### src/rtl/dmem_access_ctrl_pkg.sv
// Shared encodings for the data-memory access controller: load/store size codes,
// FSM states and the alignment rule.
package dmem_access_ctrl_pkg;

  typedef enum logic [2:0] {
    MEM_B  = 3'b000,
    MEM_H  = 3'b001,
    MEM_W  = 3'b010,
    MEM_BU = 3'b100,
    MEM_HU = 3'b101
  } mem_size_t;

  typedef enum logic [1:0] {
    IDLE = 2'd0,
    REQ  = 2'd1,
    DONE = 2'd2
  } dmem_state_t;

  localparam logic [3:0] BE_ALL = 4'hF;

  // Halves need an even address, words a multiple of four; bytes never misalign.
  function automatic logic is_misaligned(input logic [2:0] f3, input logic [1:0] a);
    logic r;
    r = 1'b0;
    case (f3)
      MEM_H, MEM_HU: r = a[0];
      MEM_W:         r = |a;
      default:       r = 1'b0;
    endcase
    return r;
  endfunction

endpackage

### src/rtl/mem_lane_align.sv
// Combinational byte-lane steering: store byte-enables/replication and
// load lane extraction with sign or zero extension.
module mem_lane_align
  import dmem_access_ctrl_pkg::*;
(
  input  logic [2:0]  i_st_funct3,
  input  logic [1:0]  i_st_a,
  input  logic [31:0] i_st_data,
  output logic [3:0]  o_st_be,
  output logic [31:0] o_st_wdata,
  input  logic [2:0]  i_ld_funct3,
  input  logic [1:0]  i_ld_a,
  input  logic [31:0] i_ld_word,
  output logic [31:0] o_ld_data
);

  logic [7:0]  w_byte;
  logic [15:0] w_half;

  always_comb begin
    o_st_be    = BE_ALL;
    o_st_wdata = i_st_data;
    case (i_st_funct3)
      MEM_B, MEM_BU: begin
        o_st_be    = 4'b0001 << i_st_a;
        o_st_wdata = {4{i_st_data[7:0]}};
      end
      MEM_H, MEM_HU: begin
        o_st_be    = i_st_a[1] ? 4'hC : 4'h3;
        o_st_wdata = {2{i_st_data[15:0]}};
      end
      default: begin
        o_st_be    = BE_ALL;
        o_st_wdata = i_st_data;
      end
    endcase
  end

  always_comb begin
    w_byte = i_ld_word[7:0];
    case (i_ld_a)
      2'd0:    w_byte = i_ld_word[7:0];
      2'd1:    w_byte = i_ld_word[15:8];
      2'd2:    w_byte = i_ld_word[23:16];
      default: w_byte = i_ld_word[31:24];
    endcase
    w_half = i_ld_a[1] ? i_ld_word[31:16] : i_ld_word[15:0];
  end

  always_comb begin
    o_ld_data = i_ld_word;
    case (i_ld_funct3)
      MEM_B:   o_ld_data = {{24{w_byte[7]}}, w_byte};
      MEM_BU:  o_ld_data = {24'h0, w_byte};
      MEM_H:   o_ld_data = {{16{w_half[15]}}, w_half};
      MEM_HU:  o_ld_data = {16'h0, w_half};
      default: o_ld_data = i_ld_word;
    endcase
  end

endmodule

### src/rtl/dmem_access_ctrl.sv
// MEM-stage data-memory controller: req/ack bus handshake with timeout, stalls
// the pipeline until the access resolves and returns extended load data in DONE.
module dmem_access_ctrl
  import dmem_access_ctrl_pkg::*;
#(
  parameter int TIMEOUT_CYCLES = 255,
  parameter int ADDR_W         = 32
) (
  input  logic              clk,
  input  logic              rst,
  input  logic              m_MemRead,
  input  logic              m_MemWrite,
  input  logic [2:0]        m_funct3,
  input  logic [ADDR_W-1:0] m_addr,
  input  logic [31:0]       m_wdata,
  output logic              stall_mem,
  output logic [31:0]       read_data,
  output logic              misalign,
  output logic              bus_err,
  output logic              bus_req,
  output logic              bus_we,
  output logic [ADDR_W-1:0] bus_addr,
  output logic [3:0]        bus_be,
  output logic [31:0]       bus_wdata,
  input  logic              bus_ack,
  input  logic [31:0]       bus_rdata
);

  localparam int CNT_W = (TIMEOUT_CYCLES < 2) ? 1 : $clog2(TIMEOUT_CYCLES);
  localparam logic [CNT_W-1:0] CNT_LAST = CNT_W'(TIMEOUT_CYCLES - 1);

  dmem_state_t r_state, w_next;

  logic              r_bus_req;
  logic              r_we;
  logic [ADDR_W-3:0] r_waddr;
  logic [3:0]        r_be;
  logic [31:0]       r_wdata;
  logic [2:0]        r_funct3;
  logic [1:0]        r_a10;
  logic [31:0]       r_rdata;
  logic [CNT_W-1:0]  r_cnt;
  logic              r_mis;
  logic              r_err;

  logic        w_access;
  logic        w_mis;
  logic        w_stall;
  logic        w_latch;
  logic        w_set_mis;
  logic        w_set_err;
  logic        w_capture;
  logic        w_cnt_inc;
  logic        w_done;
  logic [3:0]  w_st_be;
  logic [31:0] w_st_wdata;
  logic [31:0] w_ld_data;

  assign w_access = m_MemRead | m_MemWrite;
  assign w_mis    = is_misaligned(m_funct3, m_addr[1:0]);
  assign w_done   = (r_state == DONE);

  mem_lane_align u_align (
    .i_st_funct3 (m_funct3),
    .i_st_a      (m_addr[1:0]),
    .i_st_data   (m_wdata),
    .o_st_be     (w_st_be),
    .o_st_wdata  (w_st_wdata),
    .i_ld_funct3 (r_funct3),
    .i_ld_a      (r_a10),
    .i_ld_word   (r_rdata),
    .o_ld_data   (w_ld_data)
  );

  always_ff @(posedge clk or posedge rst) begin
    if (rst) begin
      r_state <= IDLE;
    end else begin
      r_state <= w_next;
    end
  end

  always_comb begin
    w_next    = r_state;
    w_stall   = 1'b0;
    w_latch   = 1'b0;
    w_set_mis = 1'b0;
    w_set_err = 1'b0;
    w_capture = 1'b0;
    w_cnt_inc = 1'b0;
    case (r_state)
      IDLE: begin
        if (w_access) begin
          w_stall = 1'b1;
          if (w_mis) begin
            w_set_mis = 1'b1;
            w_next    = DONE;
          end else begin
            w_latch = 1'b1;
            w_next  = REQ;
          end
        end
      end
      REQ: begin
        w_stall = 1'b1;
        if (bus_ack) begin
          w_capture = 1'b1;
          w_next    = DONE;
        end else if (r_cnt == CNT_LAST) begin
          w_set_err = 1'b1;
          w_next    = DONE;
        end else begin
          w_cnt_inc = 1'b1;
        end
      end
      DONE: begin
        w_next = IDLE;
      end
      default: begin
        w_next = IDLE;
      end
    endcase
  end

  // Request flop follows the next state so bus_req is glitch-free and drops with reset.
  always_ff @(posedge clk or posedge rst) begin
    if (rst) begin
      r_bus_req <= 1'b0;
    end else begin
      r_bus_req <= (w_next == REQ);
    end
  end

  always_ff @(posedge clk or posedge rst) begin
    if (rst) begin
      r_we     <= 1'b0;
      r_waddr  <= '0;
      r_be     <= 4'h0;
      r_wdata  <= 32'h0;
      r_funct3 <= 3'b000;
      r_a10    <= 2'b00;
      r_rdata  <= 32'h0;
      r_cnt    <= '0;
      r_mis    <= 1'b0;
      r_err    <= 1'b0;
    end else begin
      if (w_latch) begin
        r_we     <= m_MemWrite;
        r_waddr  <= m_addr[ADDR_W-1:2];
        r_be     <= m_MemWrite ? w_st_be : BE_ALL;
        r_wdata  <= m_MemWrite ? w_st_wdata : 32'h0;
        r_funct3 <= m_funct3;
        r_a10    <= m_addr[1:0];
        r_rdata  <= 32'h0;
        r_cnt    <= '0;
      end else if (w_cnt_inc) begin
        r_cnt <= r_cnt + CNT_W'(1);
      end else if (w_done) begin
        r_cnt <= '0;
      end
      if (w_capture) begin
        r_rdata <= bus_rdata;
      end
      if (w_set_mis) begin
        r_mis <= 1'b1;
      end else if (w_done) begin
        r_mis <= 1'b0;
      end
      if (w_set_err) begin
        r_err <= 1'b1;
      end else if (w_done) begin
        r_err <= 1'b0;
      end
    end
  end

  // Outputs are forced low while reset is held so an aborted access vanishes at once.
  assign stall_mem = w_stall & ~rst;
  assign bus_req   = r_bus_req;
  assign bus_we    = r_bus_req & r_we;
  assign bus_addr  = r_bus_req ? {r_waddr, 2'b00} : '0;
  assign bus_be    = r_bus_req ? r_be : 4'h0;
  assign bus_wdata = r_bus_req ? r_wdata : 32'h0;
  assign read_data = (w_done && !r_we && !r_mis && !r_err) ? w_ld_data : 32'h0;
  assign misalign  = w_done & r_mis;
  assign bus_err   = w_done & r_err;

endmodule

### config.mk
export PLATFORM = sky130hd
export DESIGN_NAME = dmem_access_ctrl
export DESIGN_NICKNAME = d
export VERILOG_FILES = /design/src/rtl/dmem_access_ctrl_pkg.sv /design/src/rtl/mem_lane_align.sv /design/src/rtl/dmem_access_ctrl.sv
export SDC_FILE = /design/constraint.sdc
export NUM_CORES = 1
export LEC_CHECK = 0
export ABC_AREA = 1
export ABC_CLOCK_PERIOD_IN_PS = 5800
export BUFFER_PORTS_ARGS = -buffer_cell sky130_fd_sc_hd__buf_2
export CORE_MARGIN = 5
export CORE_UTILIZATION = 35
export DETAILED_ROUTE_END_ITERATION = 8
export HOLD_SLACK_MARGIN = 0.15
export PLACE_DENSITY = 0.66
export SYNTH_ARGS = -nofsm -noshare
export SYNTH_HDL_FRONTEND = slang
export SYNTH_SLANG_ARGS = --single-unit
### constraint.sdc
create_clock -name clk -period 5.8 [get_ports clk]
set_clock_uncertainty 0.1 [all_clocks]
set_input_delay 0.87 -clock clk [delete_from_list [all_inputs] [get_ports clk]]
set_output_delay 0.87 -clock clk [all_outputs]
set_load 0.01 [all_outputs]
==> results.py <==
metrics = {
    "status": {
        "status": "finished clean",
    },
    "synth": {
        "syn_area_per_cell_sq_um": 7.20,
        "yosys_warnings": 0,
        "synth_area_sq_um": 6560,
        "ys_types": 33,
        "synth_cells": 911,
        "synth_edf_count": 0,
        "seq_area_frac_synth_pct": 44.6,
        "synth-seq-cells": 117,
        "synthFlopType": "dfrtp_1",
        "synthArstFlopShare_pct": 100,
    },
    "pwr": {
        "power.switching_mw": 1.82,
        "p_sw_share_pct": 42.5,
        "intPower_mw": 2.46,
        "vdd_drop_max_mv": 0.248,
        "powerDensity_nw_per_um2": 518,
        "p_seq_share_pct": 35.9,
        "power_frac_comb_pct": 37.6,
        "p_leak_nw": 4.86,
        "clkPwrFrac_pct": 26.6,
    },
    "place": {
        "gp_congestion": 0.923,
        "port_buffers": 206,
        "dpl.hpwl_mm": 14.1,
    },
    "clocking": {
        "holdBufCountCts": 0,
        "clock_sinks": 117,
        "cts_root_buffer": "clkbuf_16",
        "htreeDepth": 4,
        "clockBufferDepth": 2,
        "insertion_delay_ns": 0.41,
        "tritoncts": "yes",
        "clkSlewWorstSetupHoldPaths_ns": 0.06,
        "cts_setup_buffers": 0,
        "numCtsBuffers": 17,
        "ctsResizeCount": 0,
    },
    "drt": {
        "wire_per_inst_um": 15.2,
        "viasPerCell": 4.96,
        "wl_mm": 20.3,
        "drtIter0Drc": 504,
        "dr.pass1.iters": 5,
        "drc": 0,
        "postRouteAntennaNets": 0,
        "via_count": 6608,
    },
    "critical_path": {
        "critPathCaptureType": "output pin",
        "reg2reg_slack_ns": 3.29,
        "r2r_start": "r_state[1]",
        "worstSetupStartpointType": "flip-flop",
        "crit_cells": 6,
        "critPathKind": "reg2out",
        "endpoint": "read_data[19]",
        "rr_worst_depth": 7,
        "critical_path_arrival_ns": 2.64,
        "crit_slowest_cell": "nor4_4",
        "reg2reg_to": "r_rdata[26]",
        "crit_required_ns": 4.83,
        "crit_family": "simple AND/OR/NAND/NOR gates",
        "path_cells": "inv_1, nand2_1, nor4_4, nand2_2, nor2_1, buf_2",
        "slowest_delay_ns": 0.77,
        "critPathBufInv": 2,
        "critPathMaxFanout": 17,
        "cp-startpoint": "r_state[0]",
    },
    "grt": {
        "antenna_found_initial": 0,
        "grt_pass1_vias": 6449,
        "grt_start_max_net_pins": 79,
        "grt_pass1_wl_mm": 33.1,
        "grt_usage_pct": 18.7,
        "grt-ovfl-total": 0,
    },
    "sta": {
        "worst_slew_pin_slew_ns": 1.18,
        "relSlewSlack_pct": 21.1,
        "rsz0062_at_grt": "false",
        "period_needed_ns": 3.61,
        "setup_violations": 0,
        "clock.fmax_ghz": 0.277,
        "hold_violations": 0,
        "post-route-period-util_pct": 62.2,
        "holdWs_ns": 0.379,
        "tns_ns": 0,
        "drv_slew": 0,
    },
    "floorplan": {
        "rows": 50,
        "die-area_sq_um": 21600,
        "die_w_um": 147,
        "io_pins": 209,
        "start_util_pct": 35.3,
        "die_y_um": 147,
        "core-area_sq_um": 18600,
    },
    "finish": {
        "n_antenna_cell": 0,
        "syn_to_final_growth_pct": 25.9,
        "nets": 1192,
        "drive_gt1_share_pct": 25.2,
        "n_fill_cell": 1872,
        "multi_input_area_sq_um": 2850,
        "seq_area_sq_um": 2930,
    },
    "flow_run": {
        "max_cap_viol_count": 0,
    },
    "hold_path": {
        "holdCritPathClass": "reg2reg",
        "min_path_cells": 2,
    },
}
[worst min-delay path, delay by kind of cell (launching register included)]
family,cells,cell delay (ns)
DFF,1,0.34
and+or+nand+nor,2,0.10
[flip-flops by register name, indices dropped and copies added, names as in the netlist]
signal,count
r_err,1
r_funct3,3
r_we,1
r_cnt,8
bus_req,1
r_wdata,32
r_rdata,32
r_be,4
r_a10,2
r_mis,1
r_state,2
r_waddr,30
[stage by stage]
stage | utilization (%) | area [sq um] | std cells | worst slack, ns | total power [mW]
finish | 44.5 | 8260 | 1333 | 2.19 | 4.28
CTS | 44.5 | 8260 | 1333 | 2.21 | 4.31
global placement | 41.0 | 7620 | 1301 | 2.37 | 3.12
global route | 44.5 | 8260 | 1333 | 2.06 | 4.64
floorplan | - | 6560 | 912 | 1.73 | 2.62
detailed placement | 41.0 | 7620 | 1301 | 2.26 | 3.14
[routing by layer]
layer  share of wire [%]  wire length (um)  global-route usage, %  up-vias
met5                   0                 0                      0        -
met4                 1.9               380                   5.36        0
met3                 7.9              1610                   4.72       32
met2                  46              9280                   29.3      264
met1                  45              9060                   25.8     3076
li1                    -                 -                      -     3236
[cell usage after synthesis (all sizes together) (7+ instances only)]
| cell | count | area share [%] |
|---|---|---|
| dfrtp | 117 | 45 |
| inv | 127 | 7.4 |
| o221ai | 7 | 0.93 |
| nor2 | 43 | 2.6 |
| a21oi | 35 | 2.7 |
| nor3 | 8 | 0.61 |
| buf | 28 | 3.0 |
| clkbuf | 27 | 1.5 |
| nand4 | 12 | 1.1 |
| nand2 | 292 | 17 |
| nand3 | 66 | 5.3 |
| o21ai | 137 | 11 |
[worst min path at each step]
stage | startpoint | endpoint | slack [ns]
floorplan | r_waddr[10] | r_waddr[10] | 0.35
global placement | r_waddr[1] | r_waddr[1] | 0.36
detailed placement | r_be[0] | r_be[0] | 0.37
CTS | r_waddr[7] | r_waddr[7] | 0.38
global route | r_waddr[25] | r_waddr[25] | 0.39
finish | r_waddr[7] | r_waddr[7] | 0.38
[cell type report]
class	count	share of cell area, %
clock buffers	19	5.36
inverters	127	5.89
multi-input cells	613	34.5
well taps	234	3.54
clock inverters	13	2.38
repair buffers	210	12.8
flip-flops and latches	117	35.5
[cell usage in the layout (no fill, tap or decap), types with 2 or more instances in the layout]
| cell type | n |
|---|---|
| a21oi_1 | 35 |
| o221ai_1 | 7 |
| buf_2 | 206 |
| nor3_1 | 8 |
| nand2_2 | 3 |
| nand3b_1 | 2 |
| inv_6 | 3 |
| nand2_1 | 287 |
| nor2_1 | 41 |
| o211ai_1 | 2 |
| nand4_1 | 12 |
| dfrtp_1 | 116 |
| inv_4 | 4 |
| o21ai_0 | 101 |
| bufinv_16 | 4 |
| o21ai_1 | 18 |
| inv_1 | 122 |
| nand2_4 | 2 |
| buf_4 | 4 |
| ha_1 | 2 |
| clkinv_4 | 4 |
| nand3_1 | 64 |
| conb_1 | 2 |
| o21ai_2 | 18 |
| or2_2 | 2 |
| clkbuf_16 | 17 |
| clkinvlp_4 | 2 |
[kinds of logic after synthesis]
group	share of synthesized area, %
simple gates	27.5
compound gates	15.5
buf+inv	11.9
flops	44.6
fa+ha+maj	0.381
other cells	0.0572
[power by group through the flow]
stage	Clock [mW]	Sequential, mW	Combinational (mW)
after detailed placement	0	1.54	1.61
after global placement	0	1.54	1.58
final	1.14	1.54	1.61
after floorplan	0	1.35	1.26
after CTS	1.16	1.53	1.62
after global routing	1.20	1.59	1.85
Power figures use the tool's default switching activity.
